`src/rtl/shift_sequencer.sv`:
```
// Multi-cycle shift controller: applies the single-step 16-bit shifter once
// per clock until the captured amount is used up, then pulses done for one
// cycle. One request is handled at a time; start is ignored while busy.
module shift_sequencer #(
    parameter int unsigned AMT_W = 4
) (
    input  logic             clk,
    input  logic             reset,
    input  logic             start,
    input  logic [15:0]      in,
    input  logic [1:0]       op,
    input  logic [AMT_W-1:0] amount,
    output logic             busy,
    output logic             done,
    output logic [15:0]      out
);

    typedef enum logic [1:0] {
        IDLE  = 2'd0,
        SHIFT = 2'd1,
        DONE  = 2'd2
    } state_t;

    state_t           state;
    state_t           state_next;
    logic [15:0]      acc;
    logic [1:0]       op_q;
    logic [AMT_W-1:0] cnt;
    logic [15:0]      step;
    logic             no_shift;
    logic             last_step;

    // Single-step shifter applied to the accumulator with the captured code
    always_comb begin
        step = acc;
        case (op_q)
            2'b00:   step = acc;
            2'b01:   step = {acc[14:0], 1'b0};
            2'b10:   step = {1'b0, acc[15:1]};
            default: step = {acc[15], acc[15:1]};
        endcase
    end

    // A pass code or zero amount means the request completes without shifting
    always_comb begin
        no_shift  = (op == 2'b00) || (amount == '0);
        last_step = (cnt == AMT_W'(1));
    end

    // State register
    always_ff @(posedge clk) begin
        if (reset) begin
            state <= IDLE;
        end else begin
            state <= state_next;
        end
    end

    // Next-state decode and status outputs
    always_comb begin
        state_next = state;
        busy       = 1'b0;
        done       = 1'b0;
        case (state)
            IDLE: begin
                if (start) begin
                    state_next = no_shift ? DONE : SHIFT;
                end
            end
            SHIFT: begin
                busy = 1'b1;
                if (last_step) begin
                    state_next = DONE;
                end
            end
            DONE: begin
                done       = 1'b1;
                state_next = IDLE;
            end
            default: state_next = IDLE;
        endcase
    end

    // Datapath: capture on accepted start, shift each SHIFT cycle, and load
    // the result register on the edge that enters DONE
    always_ff @(posedge clk) begin
        if (reset) begin
            acc  <= '0;
            op_q <= '0;
            cnt  <= '0;
            out  <= '0;
        end else begin
            case (state)
                IDLE: begin
                    if (start) begin
                        acc  <= in;
                        op_q <= op;
                        cnt  <= amount;
                        if (no_shift) begin
                            out <= in;
                        end
                    end
                end
                SHIFT: begin
                    acc <= step;
                    cnt <= cnt - AMT_W'(1);
                    if (last_step) begin
                        out <= step;
                    end
                end
                default: begin
                end
            endcase
        end
    end

endmodule

```
`config.mk`:
```
export PLATFORM = sky130hd
export DESIGN_NAME = shift_sequencer
export DESIGN_NICKNAME = d
export VERILOG_FILES = /design/src/rtl/shift_sequencer.sv
export SDC_FILE = /design/constraint.sdc
export NUM_CORES = 1
export LEC_CHECK = 0
export CORE_MARGIN = 10
export CORE_UTILIZATION = 55
export CTS_CLUSTER_SIZE = 24
export DETAILED_ROUTE_END_ITERATION = 12
export GPL_ROUTABILITY_DRIVEN = 0
export PLACE_DENSITY = 0.84
export SKIP_LAST_GASP = 1
export SLEW_MARGIN = 20
export SYNTH_ARGS = -nofsm -noshare
export SYNTH_HDL_FRONTEND = slang
export SYNTH_SLANG_ARGS = --single-unit
```
`constraint.sdc`:
```
create_clock -name clk -period 3.4 [get_ports clk]
set_clock_uncertainty 0.05 [all_clocks]
set_input_delay 0.34 -clock clk [delete_from_list [all_inputs] [get_ports clk]]
set_output_delay 0.34 -clock clk [all_outputs]
set_load 0.02 [all_outputs]
```
== After elaboration in Yosys (flattened, before gate mapping) ==
Index checks and enable logic that the tools add are counted.

* Flip-flop bits (word level): 40
* Logic and storage cells: 39

* Add/subtract/negate cells: 1
* Eq/ne operators: 8
* Multiplexer cells: 15
* Reductions and logical operators: 10

{| class="wikitable"
|+ Operator list
! operator !! count
|-
| 16-bit two-way mux || 4
|-
| 16-bit one-hot mux with 2 select lines || 2
|-
| 16-bit one-hot mux with 3 select lines || 1
|-
| 4-bit one-hot mux with 2 select lines || 1
|-
| 2-bit logical NOT || 3
|-
| 2-bit two-way mux || 3
|-
| 2-bit inequality test (second input constant) || 3
|-
| 2-bit AND reduction || 3
|-
| 2-bit by 1-bit == test with 1-bit output (second input constant) || 2
|-
| 2-bit == test (second input constant) || 2
|-
| 4-bit by 1-bit == test with 1-bit output (second input constant) || 1
|-
| 4-bit logical NOT || 1
|-
| 4-bit two-way mux || 1
|-
| 2-bit one-hot mux with 2 select lines || 1
|-
| 4-bit AND reduction || 1
|-
| 4-bit by 1-bit subtractor with 4-bit output (second input constant) || 1
|-
| 1-bit two-way mux || 2
|-
| 2-bit nonzero test || 1
|-
| 1-bit logical OR || 1
|}

== Longest topological paths before layout ==
Gate-level depths: netlist of run 1.

* Depth after elaboration: 5
* Gate-level depth with buffers: 8

== Worst setup path before layout of run 1 ==
Ideal clock, no wire load.

* Kind: reg2reg
* From: reg cnt[1]
* To: reg out[1]
* Setup time: 0.080 ns
* Data arrival time: 1.350 ns
* Required time: 3.270 ns
* Path slack: 1.920 ns
* Cell stages (with the launch flop): 8
* Clock period less this slack: 1.480 ns
* Path through: dfxtp_1 inv_1 ha_1 nor3b_2 o221a_4 buf_6 nor2_1 a211oi_2

* Cells in the longest elaborated chain, start to end: 3

{| class="wikitable"
|+ RTL lines
! element !! RTL line !! RTL
|-
| start: declaration || 28 || <nowiki>logic [AMT_W-1:0] cnt;</nowiki>
|-
| start signal: assignment || 98 || <nowiki>cnt <= amount;</nowiki>
|-
| start signal: assignment || 106 || <nowiki>cnt <= cnt - AMT_W'(1);</nowiki>
|-
| 4-bit by 1-bit == test with 1-bit output || 47 || <nowiki>last_step = (cnt == AMT_W'(1));</nowiki>
|-
| 2-bit inequality test (no source line) || n/a ||
|-
| 4-bit AND reduction (no source line) || n/a ||
|-
| end signal: assignment || 100 || <nowiki>out <= in;</nowiki>
|-
| end signal: assignment || 108 || <nowiki>out <= step;</nowiki>
|-
| end: declaration || 15 || <nowiki>output logic [15:0] out</nowiki>
|}

Every way passes these cells.
A chain may end at the register's enable or synchronous reset.

== Final worst setup path of run 1 ==
* From: reg state[0]
* To: out busy

* Cells in the longest elaborated chain, start to end: 2

{| class="wikitable"
|+ RTL lines
! element !! RTL line !! RTL
|-
| start: declaration || 24 || <nowiki>state_t state;</nowiki>
|-
| start signal: assignment || 55 || <nowiki>state <= state_next;</nowiki>
|-
| 2-bit by 1-bit == test with 1-bit output || 64 || <nowiki>case (state)</nowiki>
|-
| 1-bit two-way mux || 64 ||
|-
| end: declaration || 13 || <nowiki>output logic busy,</nowiki>
|}

Every way passes these cells.

==> results of run 1 <==
[state kept, by name, indices dropped and copies added, names as in the netlist]
signal	count
state	2
acc	16
out	16
cnt	4
op_q	2
[placed cells by master, fill, tap and decap left out, types with 2 or more instances in the layout]
| master | count |
|---|---|
| mux2i_1 | 9 |
| a21oi_2 | 3 |
| a32oi_1 | 2 |
| a211oi_2 | 9 |
| a22o_1 | 4 |
| nand3b_1 | 2 |
| nand2b_1 | 2 |
| clkbuf_1 | 2 |
| o21a_1 | 6 |
| nor2_1 | 23 |
| o21ai_0 | 10 |
| clkdlybuf4s50_1 | 42 |
| nor3b_1 | 3 |
| and3_1 | 7 |
| ha_1 | 2 |
| a21oi_1 | 15 |
| inv_1 | 3 |
| clkbuf_8 | 6 |
| buf_4 | 4 |
| dfxtp_1 | 40 |
| o221ai_2 | 7 |
| a211oi_1 | 17 |
| nand2_1 | 24 |
| o211ai_1 | 4 |
| nor3_1 | 11 |
| a221o_1 | 2 |
[worst max path at each step]
stage / endpoint / slack (ps) / depth (start not counted) / start
global route: busy / 720 / 3 / state[0]
finish: busy / 830 / 3 / state[0]
floorplan: out[1] / 1920 / 7 / cnt[1]
CTS: busy / 850 / 3 / state[0]
detailed placement: out[3] / 1050 / 5 / start
global placement: out[10] / 1080 / 5 / start
[per-layer routing]
| metal | track usage, % | up-vias | share of wire, % |
|---|---|---|---|
| li1 | - | 977 | - |
| met1 | 17.6 | 945 | 46 |
| met2 | 24.0 | 44 | 47 |
| met3 | 4.79 | 6 | 6.0 |
| met4 | 4.57 | 0 | 1.1 |
| met5 | 0 | - | 0 |
[final cells by class]
type	instances	area, um^2
Clock buffer	8	90.1
Multi-Input combinational cell	180	1280
Sequential cell	40	801
Inverter	4	15.0
Fill cell	324	1270
Timing Repair Buffer	46	450
Tap cell	50	62.6
[worst max-delay path, stage by stage (launching register included)]
cell             delay, ps
dfxtp_1                570
nand2b_1               150
inv_2                  440
clkdlybuf4s50_1        710
[metrics by stage]
| step | std cells | area, um^2 |
|---|---|---|
| after CTS | 328 | 2700 |
| after global placement | 320 | 2610 |
| after floorplan | 248 | 2260 |
| after global routing | 328 | 2700 |
| after detailed placement | 320 | 2610 |
| final | 328 | 2700 |
[cells by family (layout without fill, tap and decap cells)]
logic type,count (synthesis),count (layout)
buffers and inverters,28,58
multiplexers,10,10
AO/OA/AOI/OAI,89,89
flip-flops,40,40
adder cells (fa/ha/maj),2,2
AND/OR/NAND/NOR,79,79
[power by group]
part	switching [mW]	leakage, nW	internal (mW)	total (mW)
logic	0.190	0.548	0.164	0.354
registers	0.0521	0.330	0.520	0.572
clock network	0.164	0.0455	0.166	0.330
==> impl_metrics.tcl, run 1 <==
set metrics [dict create \
    status "complete, no violations" \
    avgSynthCellArea_um2 9.10 \
    place_ws_ps 1050 \
    firstDrtPassIters 4 \
    hold_ws_ps 407 \
    first_iter_violations 168 \
    muxShareOfSynthArea_pct 4.49 \
    worst_slack_ps 834 \
    grt_pass1_vias 1891 \
    fmax_ghz 0.390 \
    dieArea_um2 7060 \
    die_height_um 84.0 \
    grt_pass1_wl_um 8880 \
    p_leak_nw 0.923 \
    post-route-util_pct 68.0 \
    avgViaCountPerCell 6.01 \
    clock_latency_ps 300 \
    whs_path_depth 2 \
    yosysSeqAreaShare_pct 35.5 \
    ctsHoldBuffers 0 \
    clock_sinks 40 \
    wire_per_inst_um 15.6 \
    hold_end "out[15]" \
    ios 43 \
    antenna_left 0 \
    yosys_warnings 0 \
    synth-edff-count 0 \
    synth_top_cells_by_area "dfxtp_1, a211oi_1, a211oi_2, o221ai_2, mux2i_1" \
    synth_area_um2 2260 \
    critical_path_required_ps 3010 \
    end_kind "output pin" \
    cts.path.max_buffers 2 \
    dp_hpwl_um 3560 \
    synth_compound_area_share_pct 33.7 \
    yosysUniqueCellTypes 46 \
    power_mw 1.26 \
    htreeDepth 2 \
    clockRootBuffer "clkbuf_8" \
    ys_ff_latch 40 \
    worst-slew-pin-transition_ps 797 \
    cts_resized 0 \
    synth_top_area_share_pct 35.5 \
    rr_worst_depth 4 \
    dr_total_vias 1972 \
    timing_worst_setup_path_type "reg2out" \
    synth_top_family_by_area "compound AO/OA/AOI/OAI gates" \
    critPathLaunchType "flip-flop" \
    async_reset_ff_share_pct 0 \
    synth_xor_area_share_pct 0 \
    rsz0062_at_grt "no" \
    grt-ovfl-total 0 \
    r2r_slack_ps 1320 \
    r2r_start "state[0]" \
    cts_buffers 5 \
    setup_viol_count_final 0 \
    syn2layout_area_growth_pct 19.7 \
    syn-instance-count 248 \
    die_x_um 84.0 \
    grt_max_degree 32 \
    cap_viol_max_count 0 \
    finalNetCount 304 \
    ir_worst_vdd_mv 0.309 \
    hold_viol 0 \
    postCtsSetupBuffers 0 \
    io_buffers 42 \
    maxSlewViolCount 0 \
    yosys.area_share.adder_pct 1.11 \
    finalSetupTns_ps 0 \
    start_util_pct 56.8 \
    antenna_found_initial 0 \
    antenna_cells 0 \
    r2r_end "out[4]" \
    synth_largest_area_cell "dfxtp_1" \
    cts_tree "done" \
    layout-drive-gt1-share_pct 14.7 \
    row_count 23 \
    worst-path-max-fanout 31 \
    core-area_um2 3970 \
    timing.slew.headroom_pct 46.8 \
    critPathArrivalTime_ps 2180 \
    period_needed_ps 2570 \
    drc 0 \
    wl_um 5130 \
    grt_use_total_pct 14.7 \
    synthesis.nets 275 \
    yosys.cell_count.top_type "dfxtp_1" \
    synth_ff_type "dfxtp_1" \
    cts.reportedPaths.clkPinSlew_ps 80 \
    synth_common_cells "dfxtp_1, nand2_1, nor2_1" \
    yosys.area_share.simple_pct 17.5 \
    min_from "out[15]" \
    min_path_type "reg2reg" \
    fin_crit_sh_pct 75.5 \
    powerDensity_nw_per_um2 465 \
]
No activity file was read; power rests on OpenSTA's default activity.
==> run 2: changes to the inputs <==
--- a/config.mk
+++ b/config.mk
@@ -6,11 +6,11 @@
 export NUM_CORES = 1
 export LEC_CHECK = 0
 export CORE_MARGIN = 10
-export CORE_UTILIZATION = 55
+export CORE_UTILIZATION = 47
 export CTS_CLUSTER_SIZE = 24
 export DETAILED_ROUTE_END_ITERATION = 12
 export GPL_ROUTABILITY_DRIVEN = 0
-export PLACE_DENSITY = 0.84
+export PLACE_DENSITY = 0.76
 export SKIP_LAST_GASP = 1
 export SLEW_MARGIN = 20
 export SYNTH_ARGS = -nofsm -noshare
==> constraint.sdc (replaced) <==
create_clock -name clk -period 2.25 [get_ports clk]
set_clock_uncertainty 0.05 [all_clocks]
set_input_delay 0.225 -clock clk [delete_from_list [all_inputs] [get_ports clk]]
set_output_delay 0.225 -clock clk [all_outputs]
set_load 0.02 [all_outputs]
==> run 2 against run 1 <==
  * Routed wire length up 6.1%
  * Critical path type unchanged
  * Sequential cell count unchanged
  * Combinational power up 61%
  * Critical endpoint unchanged
  * Via count down 0.41%
  * Largest power group unchanged
==> impl_metrics.tcl, run 2 (same netlist as run 1, synthesis figures left out) <==
set metrics [dict create \
    wl_met1_um 2470 \
    cts.path.max_buffers 2 \
    fin_crit_sh_pct 92.6 \
    avgViaCountPerCell 5.81 \
    die_x_um 89.3 \
    dpl.cell_count 330 \
    internal-power_mw 1.44 \
    setup_viol_count_final 0 \
    maxSlewViolCount 0 \
    cts.reportedPaths.clkPinSlew_ps 80 \
    mostFrequentLayoutCells "clkdlybuf4s50_1, dfxtp_1, nand2_1, nor2_1, a211oi_1" \
    wire_per_inst_um 16.1 \
    swShare_pct 30.4 \
    grt_pass1_wl_um 9290 \
    timing.slew.headroom_pct 58.7 \
    p_leak_nw 0.973 \
    clock_latency_ps 290 \
    hold_viol 0 \
    htreeDepth 2 \
    dieArea_um2 7970 \
    postCtsSetupBuffers 0 \
    topRoutingLayerUsed "met4" \
    final_common_cell "clkdlybuf4s50_1" \
    critPathArrivalTime_ps 1810 \
    instances_no_fill 338 \
    worst-path-max-fanout 18 \
    placed_area_um2 2660 \
    wl_met3_um 344 \
    finalNetCount 310 \
    postLayoutCellArea_um2 2790 \
    worst-slew-pin-transition_ps 619 \
    start_util_pct 48.1 \
    die_height_um 89.3 \
    cts_resized 0 \
    end_kind "output pin" \
    grt-ovfl-total 0 \
    ios 43 \
    pwr-share-clk_pct 31.2 \
    wl_um 5440 \
    p_seq_share_pct 41.2 \
    grt_pass1_vias 1937 \
    grt_use_total_pct 14.5 \
    finalSetupTns_ps 0 \
    antenna_left 0 \
    firstDrtPassIters 4 \
    clock_sinks 40 \
    post-route-util_pct 59.4 \
    ctsHoldBuffers 0 \
    rsz0062_at_grt "no" \
    syn2layout_area_growth_pct 23.6 \
    antenna_found_initial 0 \
    switching_power_mw 0.630 \
    wl_met2_um 2550 \
    grt_max_degree 29 \
    core-area_um2 4690 \
    row_count 25 \
    clockRootBuffer "clkbuf_8" \
    fmax_ghz 0.480 \
    comb_power_share_pct 27.6 \
    reg_top3 "acc (16), out (16), cnt (4)" \
    dr_total_vias 1964 \
    status "complete, no violations" \
    antenna_cells 0 \
    cts_buffers 5 \
    critPathLaunchType "flip-flop" \
    timing_worst_setup_path_type "reg2out" \
    critical_path_required_ps 1980 \
    ir_worst_vdd_mv 0.453 \
    dp_hpwl_um 3870 \
    min_path_type "reg2reg" \
    layout-drive-gt1-share_pct 17.3 \
    powerDensity_nw_per_um2 742 \
    cts_tree "done" \
    period_needed_ps 2080 \
    cap_viol_max_count 0 \
    drc 0 \
    io_buffers 42 \
    first_iter_violations 119 \
]
==> run 2: path summary, 6_finish.rpt <==
check / to / start / cells past startpoint / slack (ps)
setup / recovery: busy / state[1] / 3 / 170
hold / removal: out[15] / out[15] / 2 / 410
setup reg to reg: out[3] / state[1] / 5 / 450
hold reg to reg: out[15] / out[15] / 2 / 410
==> run 2: critical path, stage by stage, from the launching register on <==
cell and delay [ps]:
dfxtp_1 370, nand2b_1 190, inv_2 280, clkdlybuf4s50_1 680
==> run 2: power by group through the flow <==
stage               clock [mW]  sequential (mW)  combinational, mW
floorplan                    0            0.884              0.379
global placement             0            0.865              0.565
detailed placement           0            0.868              0.573
CTS                      0.659            0.852              0.574
global route             0.692            0.864              0.628
finish                   0.646            0.852              0.570
==> run 2: final cells by class <==
| type | instances | area (um^2) |
|---|---|---|
| clock inverters | 1 | 30.0 |
| well taps | 54 | 67.6 |
| fillers | 401 | 1900 |
| inverters | 4 | 15.0 |
| repair buffers | 52 | 495 |
| clock buffers | 7 | 96.3 |
| multi-input cells | 180 | 1280 |
| flip-flops and latches | 40 | 801 |
==> run 2: through the flow <==
stage | power [mW] | hold WS [ps] | worst slack (ps)
floorplan | 1.26 | 322 | 770
global placement | 1.43 | 394 | 283
detailed placement | 1.44 | 396 | 243
CTS | 2.08 | 408 | 161
global route | 2.18 | 435 | 99.2
finish | 2.07 | 408 | 166
==> run 2: per-layer routing <==
| layer | vias up | track usage (%) |
|---|---|---|
| met5 | - | 0 |
| met4 | 0 | 5.64 |
| met3 | 5 | 4.47 |
| met2 | 38 | 23.2 |
| met1 | 929 | 17.8 |
| li1 | 992 | - |
==> run 3: changes to the inputs <==
--- a/config.mk
+++ b/config.mk
@@ -6,11 +6,13 @@
 export NUM_CORES = 1
 export LEC_CHECK = 0
 export CORE_MARGIN = 10
-export CORE_UTILIZATION = 47
+export CORE_UTILIZATION = 55
 export CTS_CLUSTER_SIZE = 24
 export DETAILED_ROUTE_END_ITERATION = 12
+export DONT_BUFFER_PORTS = 1
 export GPL_ROUTABILITY_DRIVEN = 0
-export PLACE_DENSITY = 0.76
+export HOLD_SLACK_MARGIN = 0.05
+export PLACE_DENSITY = 0.73
 export SKIP_LAST_GASP = 1
 export SLEW_MARGIN = 20
 export SYNTH_ARGS = -nofsm -noshare
==> run 3 against run 2 <==
  * Worst setup slack better by 210 ps
  * Critical path type is now reg2reg
  * Sequential cell count stayed put
  * Die area is 11% lower
  * Sequential power is 4.9% higher
  * Total power is 15% lower
==> impl_metrics.tcl, run 3 (same netlist as run 1, synthesis figures left out) <==
set metrics [dict create \
    setup_viol_count_final 0 \
    dp_hpwl_um 3620 \
    worst-slew-pin-transition_ps 583 \
    postLayoutCellArea_um2 2330 \
    cts_tree "done" \
    worst-path-max-fanout 17 \
    io_buffers 0 \
    dieArea_um2 7060 \
    cts_resized 0 \
    die_x_um 84.0 \
    min_path_type "in2reg" \
    timing_worst_setup_path_type "reg2reg" \
    syn2layout_area_growth_pct 3.22 \
    antenna_cells 0 \
    rsz0062_at_grt "no" \
    firstDrtPassIters 4 \
    use_met1_pct 17.1 \
    wire_per_inst_um 17.7 \
    hold_viol 0 \
    final.fill_count 368 \
    grt-ovfl-total 0 \
    layout-drive-gt1-share_pct 19.1 \
    dpl.cell_count 282 \
    critPathLaunchType "flip-flop" \
    fmax_ghz 0.534 \
    clock_sinks 40 \
    cts_buffers 5 \
    clockRootBuffer "clkbuf_8" \
    busiest_layer "met2" \
    grt_pass1_vias 1676 \
    cap_viol_max_count 0 \
    post-route-util_pct 58.6 \
    clock_latency_ps 290 \
    start_util_pct 56.8 \
    use_met2_pct 22.8 \
    grtUsageMet3_pct 5.37 \
    cts.reportedPaths.clkPinSlew_ps 80 \
    status "complete, no violations" \
    instances_no_fill 291 \
    critical_path_required_ps 2380 \
    antenna_found_initial 0 \
    mostFrequentLayoutCells "dfxtp_1, nand2_1, nor2_1, a211oi_1, a21oi_1" \
    row_count 23 \
    placed_area_um2 2220 \
    core-area_um2 3970 \
    timing.slew.headroom_pct 61.1 \
    maxSlewViolCount 0 \
    critPathArrivalTime_ps 2000 \
    end_kind "flip-flop" \
    ios 43 \
    finalSetupTns_ps 0 \
    first_iter_violations 99 \
    final_common_cell "dfxtp_1" \
    fin_crit_sh_pct 83.2 \
    cts.path.max_buffers 2 \
    grt_pass1_wl_um 8490 \
    grt_max_degree 41 \
    p_leak_nw 0.797 \
    ir_worst_vdd_mv 0.531 \
    hold_ws_ps 62.8 \
    htreeDepth 2 \
    antenna_left 0 \
    finalNetCount 268 \
    powerDensity_nw_per_um2 757 \
    die_height_um 84.0 \
    wl_um 5150 \
    grt_use_total_pct 14.1 \
    drc 0 \
    avgViaCountPerCell 6.17 \
    period_needed_ps 1870 \
    reg_top3 "acc (16), out (16), cnt (4)" \
    dr_total_vias 1795 \
]
run 3: repair_timing:
action | 4_1_cts | 5_1_grt
hold endpoints to repair | 40 | 0
hold buffers | 2 | 0
setup buffers | 0 | 0
run 3: metal layers:
layer	routed length (um)	part of all wire (%)
met1	2330	45
met2	2400	47
met3	384	7.5
met4	45	0.87
met5	0	0
run 3: cell type report:
type	count	area [um^2]	share of cell area [%]
inverter	4	15.0	0.645
sequential	40	801	34.4
timing repair buffer	10	90.1	3.87
clock buffer	6	72.6	3.12
clock inverter	1	5.00	0.215
tap	50	62.6	2.69
multi-input combinational	180	1280	55.1
run 3: worst max-delay path, stage by stage, from the launching register on:
cell      delay (ps)
dfxtp_1          360
nand2b_1         300
inv_2            310
buf_4            310
o21ai_0          170
o21ai_0          190
a21oi_1           80
run 3: path summary, 6_finish.rpt:
kind	from	to	slack [ps]	cells past startpoint
min	op[0]	op_q[0]	60	2
max reg2reg	state[1]	acc[9]	380	6
min reg2reg	acc[9]	acc[9]	440	2
max	state[1]	acc[9]	380	6
run 3: per-stage QoR:
step                      power [mW]  setup WS (ps)
after floorplan                 1.26            770
after global placement          1.31            477
after detailed placement        1.31            411
after CTS                       1.77            405
after global routing            1.86            262
final                           1.76            378
run 3: where the power goes:
group,switching (mW),internal [mW],total [mW]
combinational,0.242,0.177,0.418
sequential,0.108,0.786,0.894
clock,0.240,0.211,0.451
total,0.590,1.17,1.76
